## config.mk

```make
export PLATFORM = sky130hd
export DESIGN_NAME = mole_round_controller
export DESIGN_NICKNAME = d
export VERILOG_FILES = /design/src/rtl/whac_pkg.sv /design/src/rtl/mole_pattern_gen.sv /design/src/rtl/mole_round_controller.sv
export SDC_FILE = /design/constraint.sdc
export NUM_CORES = 1
export LEC_CHECK = 0
export CAP_MARGIN = 30
export CORE_MARGIN = 3
export CORE_UTILIZATION = 37
export CTS_CLUSTER_SIZE = 12
export DETAILED_ROUTE_END_ITERATION = 12
export PLACE_DENSITY = 0.6
export SLEW_MARGIN = 40
export SYNTH_ARGS = -nofsm -noshare
export SYNTH_HDL_FRONTEND = slang
export SYNTH_SLANG_ARGS = --single-unit
```

## constraint.sdc

```tcl
create_clock -name clk -period 3.3 [get_ports clk]
set_input_delay 0.66 -clock clk [delete_from_list [all_inputs] [get_ports clk]]
set_output_delay 0.66 -clock clk [all_outputs]
set_load 0.01 [all_outputs]
```

## src/rtl/whac_pkg.sv

```systemverilog
// Shared types and helpers for the whack-a-mole round sequencer.
// Holds the FSM state encoding, LFSR taps, score increments and hole-index reduction.
package whac_pkg;

  typedef enum logic [1:0] {
    ST_IDLE = 2'd0,
    ST_GAP  = 2'd1,
    ST_UP   = 2'd2,
    ST_OVER = 2'd3
  } state_e;

  // Right-shifting Fibonacci LFSR; mask selects polynomial taps 16,14,13,11.
  localparam logic [15:0] LFSR_TAPS = 16'h002D;

  localparam int unsigned SCORE_INC_PART = 1;
  localparam int unsigned SCORE_INC_FULL = 2;

  // A 5-bit raw index is below 32 and NUM_HOLES >= 16, so one subtraction is enough.
  function automatic logic [4:0] reduce_idx(input logic [4:0] raw, input int unsigned num_holes);
    logic [4:0] idx;
    idx = raw;
    if (32'(raw) >= num_holes) begin
      idx = raw - 5'(num_holes);
    end
    return idx;
  endfunction

endpackage

```

## src/rtl/mole_pattern_gen.sv

```systemverilog
// Free-running LFSR that turns its current value into a one- or two-mole hole mask.
// The mask is always nonzero because the first index is always set.
module mole_pattern_gen
  import whac_pkg::*;
#(
  parameter int          NUM_HOLES = 18,
  parameter logic [15:0] LFSR_SEED = 16'hACE1
) (
  input  logic                 clk,
  input  logic                 rst_n,
  input  logic                 two_mole,
  output logic [NUM_HOLES-1:0] pattern
);

  localparam logic [NUM_HOLES-1:0] ONE = {{(NUM_HOLES-1){1'b0}}, 1'b1};

  logic [15:0] lfsr_q;
  logic [15:0] lfsr_d;
  logic [4:0]  idx_a;
  logic [4:0]  idx_b;

  assign lfsr_d = {^(lfsr_q & LFSR_TAPS), lfsr_q[15:1]};

  always_ff @(posedge clk) begin
    if (!rst_n) begin
      lfsr_q <= LFSR_SEED;
    end else begin
      lfsr_q <= lfsr_d;
    end
  end

  assign idx_a = reduce_idx(lfsr_q[4:0], NUM_HOLES);
  assign idx_b = reduce_idx(lfsr_q[12:8], NUM_HOLES);

  always_comb begin
    pattern = ONE << idx_a;
    if (two_mole) begin
      pattern = pattern | (ONE << idx_b);
    end
  end

endmodule

```

## src/rtl/mole_round_controller.sv

```systemverilog
// Whack-a-mole game sequencer: alternates all-down gaps with timed mole-up windows,
// keeps score, lives and level from the hit-detection pulses, and ends the game at zero lives.
module mole_round_controller
  import whac_pkg::*;
#(
  parameter int          NUM_HOLES      = 18,
  parameter int          GAP_TICKS      = 500,
  parameter int          UP_TICKS_INIT  = 1500,
  parameter int          UP_TICKS_MIN   = 300,
  parameter int          UP_TICKS_STEP  = 100,
  parameter int          TWO_MOLE_LEVEL = 4,
  parameter int          LIVES          = 3,
  parameter int          SCORE_W        = 10,
  parameter logic [15:0] LFSR_SEED      = 16'hACE1
) (
  input  logic                 clk,
  input  logic                 rst_n,
  input  logic                 tick,
  input  logic                 start,
  input  logic                 miss,
  input  logic                 non_full_clear_hit,
  input  logic                 full_clear_hit,
  output logic [NUM_HOLES-1:0] mole_positions,
  output logic                 game_in_progress,
  output logic [SCORE_W-1:0]   score,
  output logic [1:0]           lives,
  output logic [3:0]           level,
  output logic                 game_over
);

  localparam int MAX_T = (GAP_TICKS > UP_TICKS_INIT) ? GAP_TICKS : UP_TICKS_INIT;
  localparam int CW    = (MAX_T > 1) ? $clog2(MAX_T) : 1;

  // The window is held as its last tick index so it fits the counter width.
  localparam logic [CW-1:0]      GAP_LAST   = CW'(GAP_TICKS - 1);
  localparam logic [CW-1:0]      WIN_INIT   = CW'(UP_TICKS_INIT - 1);
  localparam logic [CW-1:0]      WIN_FLOOR  = CW'(UP_TICKS_MIN - 1);
  localparam logic [CW-1:0]      WIN_STEP   = CW'(UP_TICKS_STEP);
  localparam logic [31:0]        SHRINK_MIN = 32'(UP_TICKS_MIN - 1 + UP_TICKS_STEP);
  localparam logic [1:0]         LIVES_INIT = 2'(LIVES);
  localparam logic [4:0]         TWO_LVL    = 5'(TWO_MOLE_LEVEL);
  localparam logic [SCORE_W-1:0] SCORE_MAX  = '1;

  state_e               state_q, state_d;
  logic [CW-1:0]        counter_q, counter_d;
  logic [CW-1:0]        win_q, win_d;
  logic [SCORE_W-1:0]   score_q, score_d;
  logic [1:0]           lives_q, lives_d;
  logic [3:0]           level_q, level_d;
  logic [NUM_HOLES-1:0] mole_q, mole_d;

  logic                 in_game;
  logic                 two_mole;
  logic [NUM_HOLES-1:0] pattern;
  logic [1:0]           score_inc;
  logic [SCORE_W:0]     score_sum;
  logic [CW-1:0]        win_shrunk;

  mole_pattern_gen #(
    .NUM_HOLES (NUM_HOLES),
    .LFSR_SEED (LFSR_SEED)
  ) u_pattern (
    .clk      (clk),
    .rst_n    (rst_n),
    .two_mole (two_mole),
    .pattern  (pattern)
  );

  assign in_game  = (state_q == ST_GAP) || (state_q == ST_UP);
  assign two_mole = {1'b0, level_q} >= TWO_LVL;

  assign score_inc = (non_full_clear_hit ? 2'(SCORE_INC_PART) : 2'd0)
                   + (full_clear_hit     ? 2'(SCORE_INC_FULL) : 2'd0);
  assign score_sum = {1'b0, score_q} + {{(SCORE_W-1){1'b0}}, score_inc};

  assign win_shrunk = (32'(win_q) >= SHRINK_MIN) ? (win_q - WIN_STEP) : WIN_FLOOR;

  always_comb begin
    state_d   = state_q;
    counter_d = counter_q;
    win_d     = win_q;
    score_d   = score_q;
    lives_d   = lives_q;
    level_d   = level_q;
    mole_d    = mole_q;

    case (state_q)
      ST_IDLE, ST_OVER: begin
        mole_d = '0;
        if (start) begin
          state_d   = ST_GAP;
          counter_d = '0;
          win_d     = WIN_INIT;
          score_d   = '0;
          lives_d   = LIVES_INIT;
          level_d   = 4'd0;
        end
      end
      ST_GAP: begin
        if (tick) begin
          if (counter_q == GAP_LAST) begin
            mole_d    = pattern;
            counter_d = '0;
            state_d   = ST_UP;
          end else begin
            counter_d = counter_q + 1'b1;
          end
        end
      end
      ST_UP: begin
        // A full clear wins over a coincident timeout and is the only exit that levels up.
        if (full_clear_hit) begin
          mole_d    = '0;
          counter_d = '0;
          state_d   = ST_GAP;
          level_d   = (level_q == 4'hF) ? level_q : level_q + 4'd1;
          win_d     = win_shrunk;
        end else if (tick) begin
          if (counter_q == win_q) begin
            mole_d    = '0;
            counter_d = '0;
            state_d   = ST_GAP;
          end else begin
            counter_d = counter_q + 1'b1;
          end
        end
      end
      default: begin
        state_d = ST_IDLE;
        mole_d  = '0;
      end
    endcase

    if (in_game) begin
      score_d = score_sum[SCORE_W] ? SCORE_MAX : score_sum[SCORE_W-1:0];
      if (miss && (lives_q != 2'd0)) begin
        lives_d = lives_q - 2'd1;
        if (lives_q == 2'd1) begin
          state_d   = ST_OVER;
          mole_d    = '0;
          counter_d = '0;
          level_d   = level_q;
          win_d     = win_q;
        end
      end
    end
  end

  always_ff @(posedge clk) begin
    if (!rst_n) begin
      state_q   <= ST_IDLE;
      counter_q <= '0;
      win_q     <= WIN_INIT;
      score_q   <= '0;
      lives_q   <= LIVES_INIT;
      level_q   <= 4'd0;
      mole_q    <= '0;
    end else begin
      state_q   <= state_d;
      counter_q <= counter_d;
      win_q     <= win_d;
      score_q   <= score_d;
      lives_q   <= lives_d;
      level_q   <= level_d;
      mole_q    <= mole_d;
    end
  end

  assign mole_positions   = mole_q;
  assign game_in_progress = in_game;
  assign score            = score_q;
  assign lives            = lives_q;
  assign level            = level_q;
  assign game_over        = (state_q == ST_OVER);

endmodule

```

After elaboration in Yosys (flattened, before gate mapping):

Index checks and enable logic that the tools add are counted.

* bits in registers: 74
* input bits: 7

* add/subtract/negate cells: 8
* $lt $le $gt $ge: 4
* equality and inequality tests: 8
* shifts and indexed selects: 2
* mux-type cells: 56
* bitwise logic cells: 1
* reduce and logical (&&, ||, !) cells: 9

Operators with widths (count)
* $mux 11: 15
* $mux 18: 9
* $pmux 18 s3: 1
* $mux 10: 4
* $shl 1x5->18 const A: 2
* $pmux 11 s3: 1
* $mux 2: 14
* $mux 4: 6
* $pmux 11 s2: 1
* $or 18x18->18: 1
* $reduce_xor 16->1: 1
* $add 10x2->11: 1
* $add 11x1->11 const B: 1
* $eq 11x11->1: 1
* $eq 11x9->1 const B: 1
* $ge 11x9->1 const B: 1
* $sub 11x7->11 const B: 1
* $ge 5x5->1 const B: 2
* $mux 5: 2
* $sub 5x5->5 const B: 2
* $pmux 4 s2: 1
* $pmux 2 s3: 1
* $reduce_bool 2->1: 3
* $add 4x1->4 const B: 1
* 13 further kinds: 15

Logic depth before layout (Yosys ltp):

Gate-level depths: netlist (run 1).

* word-level depth: 11
* gate-level depth with buffers: 10

Hierarchy:

From an unflattened synthesis (run 1), not the netlist that was laid out.

* cell total of the unflattened synthesis: 507
* area total of the unflattened synthesis: 4276.6 µm²

Modules (own cells, without submodules)
* mole_round_controller: instances 1, cells each 358, area an instance 3037.9 µm², sequential area each 1141.1 µm²
* mole_pattern_gen: instances 1, cells each 149, area an instance 1238.7 µm², sequential area each 320.3 µm²

Least setup slack after synthesis (run 1):

OpenSTA, ideal clock, no wires.

* kind: in2reg
* start point: input non_full_clear_hit
* end point: register score_q[4] (netlist: score[4])
* arrival time: 2315 ps
* required time: 3241 ps
* setup slack: 925 ps
* cell stages on the path: 9
* buffers on the path: 0
* path through: ha_1 inv_1 fa_1 and3b_1 nand3_1 nor3_1 a21oi_1 o21ai_0 and2_1

* word-level cells in the longest chain between the ends: 5

RTL lines
* start: declaration: line mole_round_controller.sv:21 `input logic non_full_clear_hit,`
* $mux 1: line mole_round_controller.sv:72 `assign score_inc = (non_full_clear_hit ? 2'(SCORE_INC_PART) : 2'd0)`
* $add 1x2->2: line mole_round_controller.sv:73 `+ (full_clear_hit ? 2'(SCORE_INC_FULL) : 2'd0);`
* $add 10x2->11: line mole_round_controller.sv:74 `assign score_sum = {1'b0, score_q} + {{(SCORE_W-1){1'b0}}, score_inc};`
* $mux 10: line mole_round_controller.sv:135 `score_d = score_sum[SCORE_W] ? SCORE_MAX : score_sum[SCORE_W-1:0];`
* $mux 10: line mole_round_controller.sv:134 `if (in_game) begin`
* end signal: assignment: line mole_round_controller.sv:162 `score_q <= score_d;`
* end: declaration: line mole_round_controller.sv:47 `logic [SCORE_W-1:0] score_q, score_d;`

Every way passes these cells.
A chain may end at the register's enable or synchronous reset.

Worst setup path after layout (run 1):

* start point: register state_q[0]
* end point: output game_in_progress

* word-level cells in the longest chain between the ends: 2

RTL lines
* start: declaration: line mole_round_controller.sv:44 `state_e state_q, state_d;`
* start signal: assignment: line mole_round_controller.sv:159 `state_q <= state_d;`
* $eq 2x1->1 or $eq 2x2->1 (tied branches): line mole_round_controller.sv:69 `assign in_game = (state_q == ST_GAP) || (state_q == ST_UP);`
* $logic_or 1x1->1 *: line mole_round_controller.sv:69
* end: declaration: line mole_round_controller.sv:24 `output logic game_in_progress,`

Mark *: on every way between the ends. The rest lies on a longest branch, timed or not.

==> results of run 1 <==
[sequential cells by signal, summed over array words and instances (netlist names)]
| name | count |
|---|---|
| counter_q | 11 |
| score | 10 |
| win_q | 10 |
| level | 4 |
| mole_positions | 18 |
| lives | 2 |
| u_pattern.lfsr_q | 16 |
| state_q | 2 |
[per-stage QoR]
step	worst slack, ps	std cells	instance area, um2	hold WS, ps
after global routing	323.2	693	4906	443.6
after detailed placement	297.6	677	4702	401.3
final	443.8	693	4906	411.8
after floorplan	925.3	510	4150	386.3
after CTS	421.6	693	4906	417.6
after global placement	299.2	677	4702	399.8
[cell families after synthesis]
family	Yosys count
adders and majority gates	17
and+or+nand+nor	180
muxes	2
buffers and inverters	58
AOI/OAI and AO/OA	162
xor gates and xnor gates	18
DFF	73
[synth_stat cells, drive strengths merged (3+ instances only)]
cell	instances
a21oi	19
nor2b	10
or2	3
o31ai	3
a211o	3
inv	34
o21ai	51
clkbuf	17
dfxtp	73
a31oi	8
o211ai	4
a22o	6
a21o	4
nor3	11
xnor2	6
and3	5
nand3	16
nand2b	14
o21a	3
nor4	6
o32ai	9
buf	7
o22ai	6
or4	3
nand2	49
a21boi	10
or3	6
nand4	5
nor2	27
xor2	12
ha	15
a22oi	10
and2	13
nor3b	4
nand3b	4
a211oi	6
[final cells by class]
| class | count | area (um2) |
|---|---|---|
| Clock inverter | 6 | 66.31 |
| Inverter | 34 | 127.6 |
| Clock buffer | 10 | 137.6 |
| Multi-Input combinational cell | 379 | 2450 |
| Sequential cell | 73 | 1461 |
| Timing Repair Buffer | 51 | 488.0 |
| Fill cell | 1103 | 5982 |
| Tap cell | 140 | 175.2 |
[power groups by stage]
| stage | clock, uW | combinational [uW] | sequential [uW] |
|---|---|---|---|
| 2_1_floorplan | 0 | 181 | 937 |
| 3_3_place_gp | 0 | 237 | 949 |
| 3_5_place_dp | 0 | 240 | 950 |
| 4_1_cts | 751 | 242 | 930 |
| 5_1_grt | 785 | 272 | 936 |
| 6_report | 732 | 242 | 930 |
[worst max-delay path by stage]
stage	startpoint	slack, ps	cells past startpoint	endpoint
2_1_floorplan	non_full_clear_hit	930	9	score[4]
4_1_cts	state_q[0]	420	5	game_in_progress
3_5_place_dp	non_full_clear_hit	300	11	score[4]
5_1_grt	state_q[0]	320	5	game_in_progress
6_report	state_q[0]	440	5	game_in_progress
3_3_place_gp	non_full_clear_hit	300	11	score[4]
[placed cells by master, fill, tap and decap left out, drive strengths merged, types with 8 or more instances in the layout]
cell type      instances
buf                    9
nand3                 16
nor2                  27
inv                   35
xor2                  12
nand2b                14
nand2                 49
a21oi                 19
o32ai                  9
a21boi                10
nor2b                 10
o21ai                 51
clkdlybuf4s50         42
and2                  13
ha                    15
nor3                  11
clkbuf                10
a31oi                  8
dfxtp                 73
a22oi                 10
[per-layer routing]
layer	up-vias	track usage (%)	wire (um)
met4	0	4.217	78
met1	1761	23.66	4996
met3	7	3.913	603
met2	116	27.30	4796
li1	1929	-	-
met5	-	0	0
[worst register-to-register path, stage by stage (launching register included)]
cell	delay, ps
dfxtp_1	500
inv_1	160
ha_1	320
nor2b_1	180
a21boi_0	510
a31oi_1	310
nand3b_1	270
o32ai_1	170
a22o_1	170
==> flow_metrics.py, run 1 <==
metrics = {
    "clock_tree": {
        "clk_path_buf_depth": 2,
        "cts_made_buffers": 9,
        "clock_sinks": 73,
        "cts_repair_resize_count": 0,
        "h-tree-depth": 3,
        "postCtsHoldBufs": 0,
        "cts_root_buffer": "clkbuf_8",
        "cts_tree": "done",
        "cts_post_setup_buffers_inserted": 0,
        "clk_pin_slew_ps": 80,
        "clk_latency_ps": 350,
    },
    "hold_path": {
        "min_path_cells": 1,
        "min_from": "u_pattern.lfsr_q[6]",
        "hold_path.class": "flop to flop",
        "min_to": "u_pattern.lfsr_q[5]",
    },
    "global_route": {
        "grt_max_degree": 40,
        "grt_pass1_vias": 3651,
        "gr-total-overflow": 0,
        "antenna_found_initial": 0,
        "grt_pass1_wl_mm": 17.91,
        "grtUsageTotal_pct": 17.17,
    },
    "die": {
        "fp.coreArea_um2": 10890,
        "dieArea_um2": 12520,
        "start_util_pct": 38.12,
        "die_x_um": 111.9,
        "die_h_um": 111.9,
        "rows": 38,
        "pin_count": 43,
    },
    "yosys": {
        "syn_nets": 533,
        "ys_top_cells_by_area": "dfxtp_1, o21ai_0, ha_1",
        "syn_area_per_cell_um2": 8.138,
        "seq_area_frac_synth_pct": 35.21,
        "synth_top_family_by_area": "compound AO/OA/AOI/OAI gates",
        "synth_seq_cells": 73,
        "async_reset_ff_share_pct": 0,
        "synth_mux_area_share_pct": 0.5125,
        "synthCells": 510,
        "synth_edf_count": 0,
        "yosys_warnings": 0,
        "synth_top_area_share_pct": 35.21,
        "ys_types": 67,
        "yosys.area_share.simple_pct": 23.24,
        "synth_largest_area_cell": "dfxtp_1",
        "synthAdderAreaFrac_pct": 5.246,
        "netlist_area_um2": 4150,
        "synth-compound-area-share_pct": 26.23,
        "synth_flop_cell": "dfxtp_1",
        "synth_xor_area_share_pct": 3.799,
    },
    "timing": {
        "fin_tns_setup_ps": 0,
        "tightestPinTransition_ps": 616.2,
        "slew_viol_final": 0,
        "max_slew_margin_pct": 58.55,
        "min_period_over_period_pct": 86.55,
        "skew_ps": 10.74,
        "timing.fmax_mhz": 350.1,
        "finalCriticalPeriod_ps": 2856,
        "finalHoldViolCount": 0,
        "rsz0062_at_grt": "no",
        "setup_violations": 0,
    },
    "critical_path": {
        "critPathMaxStageDelay_ps": 580,
        "cp_slowest_cell": "clkdlybuf4s50_1",
        "critPathLaunchType": "flop",
        "cp_top_family": "buffers and inverters",
        "rr_worst_depth": 8,
        "ff2ff_setup_slack_ps": 660,
        "cp.required_ps": 2640,
        "r2r-end": "mole_positions[17]",
        "cp_common_cell": "inv_1",
        "endpoint_kind": "output port",
        "cp_max_fo": 15,
        "crit_arrival_ps": 2200,
        "timing.rr.start": "u_pattern.lfsr_q[1]",
        "cp_cell_sequence": "inv_1 -> ha_1 -> buf_4 -> inv_1 -> clkdlybuf4s50_1",
        "critPathKind": "flop to output port",
        "crit_buf_inv": 4,
    },
    "pwr": {
        "power_leakage_uw": 0.001734,
        "p_per_area_nw_per_um2": 388.2,
        "irDropWorstVdd_v": 0.0002468,
        "power.share.combinational_pct": 12.7,
        "p_sw_share_pct": 28.05,
        "p_seq_share_pct": 48.8,
        "p_clk_share_pct": 38.4,
        "p_int_uw": 1370,
        "power_switching_uw": 534.2,
        "power_uw": 1904,
    },
    "routing": {
        "ant_nets": 0,
        "num_vias": 3813,
        "wl_per_cell_um": 15.12,
        "drt-initial-drc-count": 255,
        "dr.pass1.iters": 5,
        "vias_per_cell": 5.502,
        "totalWireLength_mm": 10.48,
        "drc": 0,
    },
    "status": {
        "outcome": "completed",
    },
    "final_layout": {
        "areaGrowthSynthToFinish_pct": 18.21,
        "final_nets": 571,
        "final_core_util_pct": 45.06,
        "layout-drive-gt1-share_pct": 6.872,
        "diodes": 0,
    },
    "placement": {
        "gp_congestion": 0.8514,
        "port_buffers": 42,
        "dp_hpwl_mm": 7.766,
    },
    "job": {
        "drv_cap": 0,
    },
}
Power figures use the tool's default switching activity.
==> inputs of run 2 (changes only) <==
--- a/config.mk
+++ b/config.mk
@@ -5,10 +5,10 @@
 export SDC_FILE = /design/constraint.sdc
 export NUM_CORES = 1
 export LEC_CHECK = 0
-export CAP_MARGIN = 30
+export CAP_MARGIN = 10
 export CORE_MARGIN = 3
 export CORE_UTILIZATION = 37
-export CTS_CLUSTER_SIZE = 12
+export CTS_CLUSTER_SIZE = 20
 export DETAILED_ROUTE_END_ITERATION = 12
 export PLACE_DENSITY = 0.6
 export SLEW_MARGIN = 40
==> results of run 2 <==
The final DEF is identical to that of run 1; final timing and power are the same.
==> inputs of run 3 (changes only) <==
--- a/config.mk
+++ b/config.mk
@@ -8,7 +8,6 @@
 export CAP_MARGIN = 10
 export CORE_MARGIN = 3
 export CORE_UTILIZATION = 37
-export CTS_CLUSTER_SIZE = 20
 export DETAILED_ROUTE_END_ITERATION = 12
 export PLACE_DENSITY = 0.6
 export SLEW_MARGIN = 40
==> results of run 3 <==
The final DEF is identical to that of run 1; final timing and power are the same.
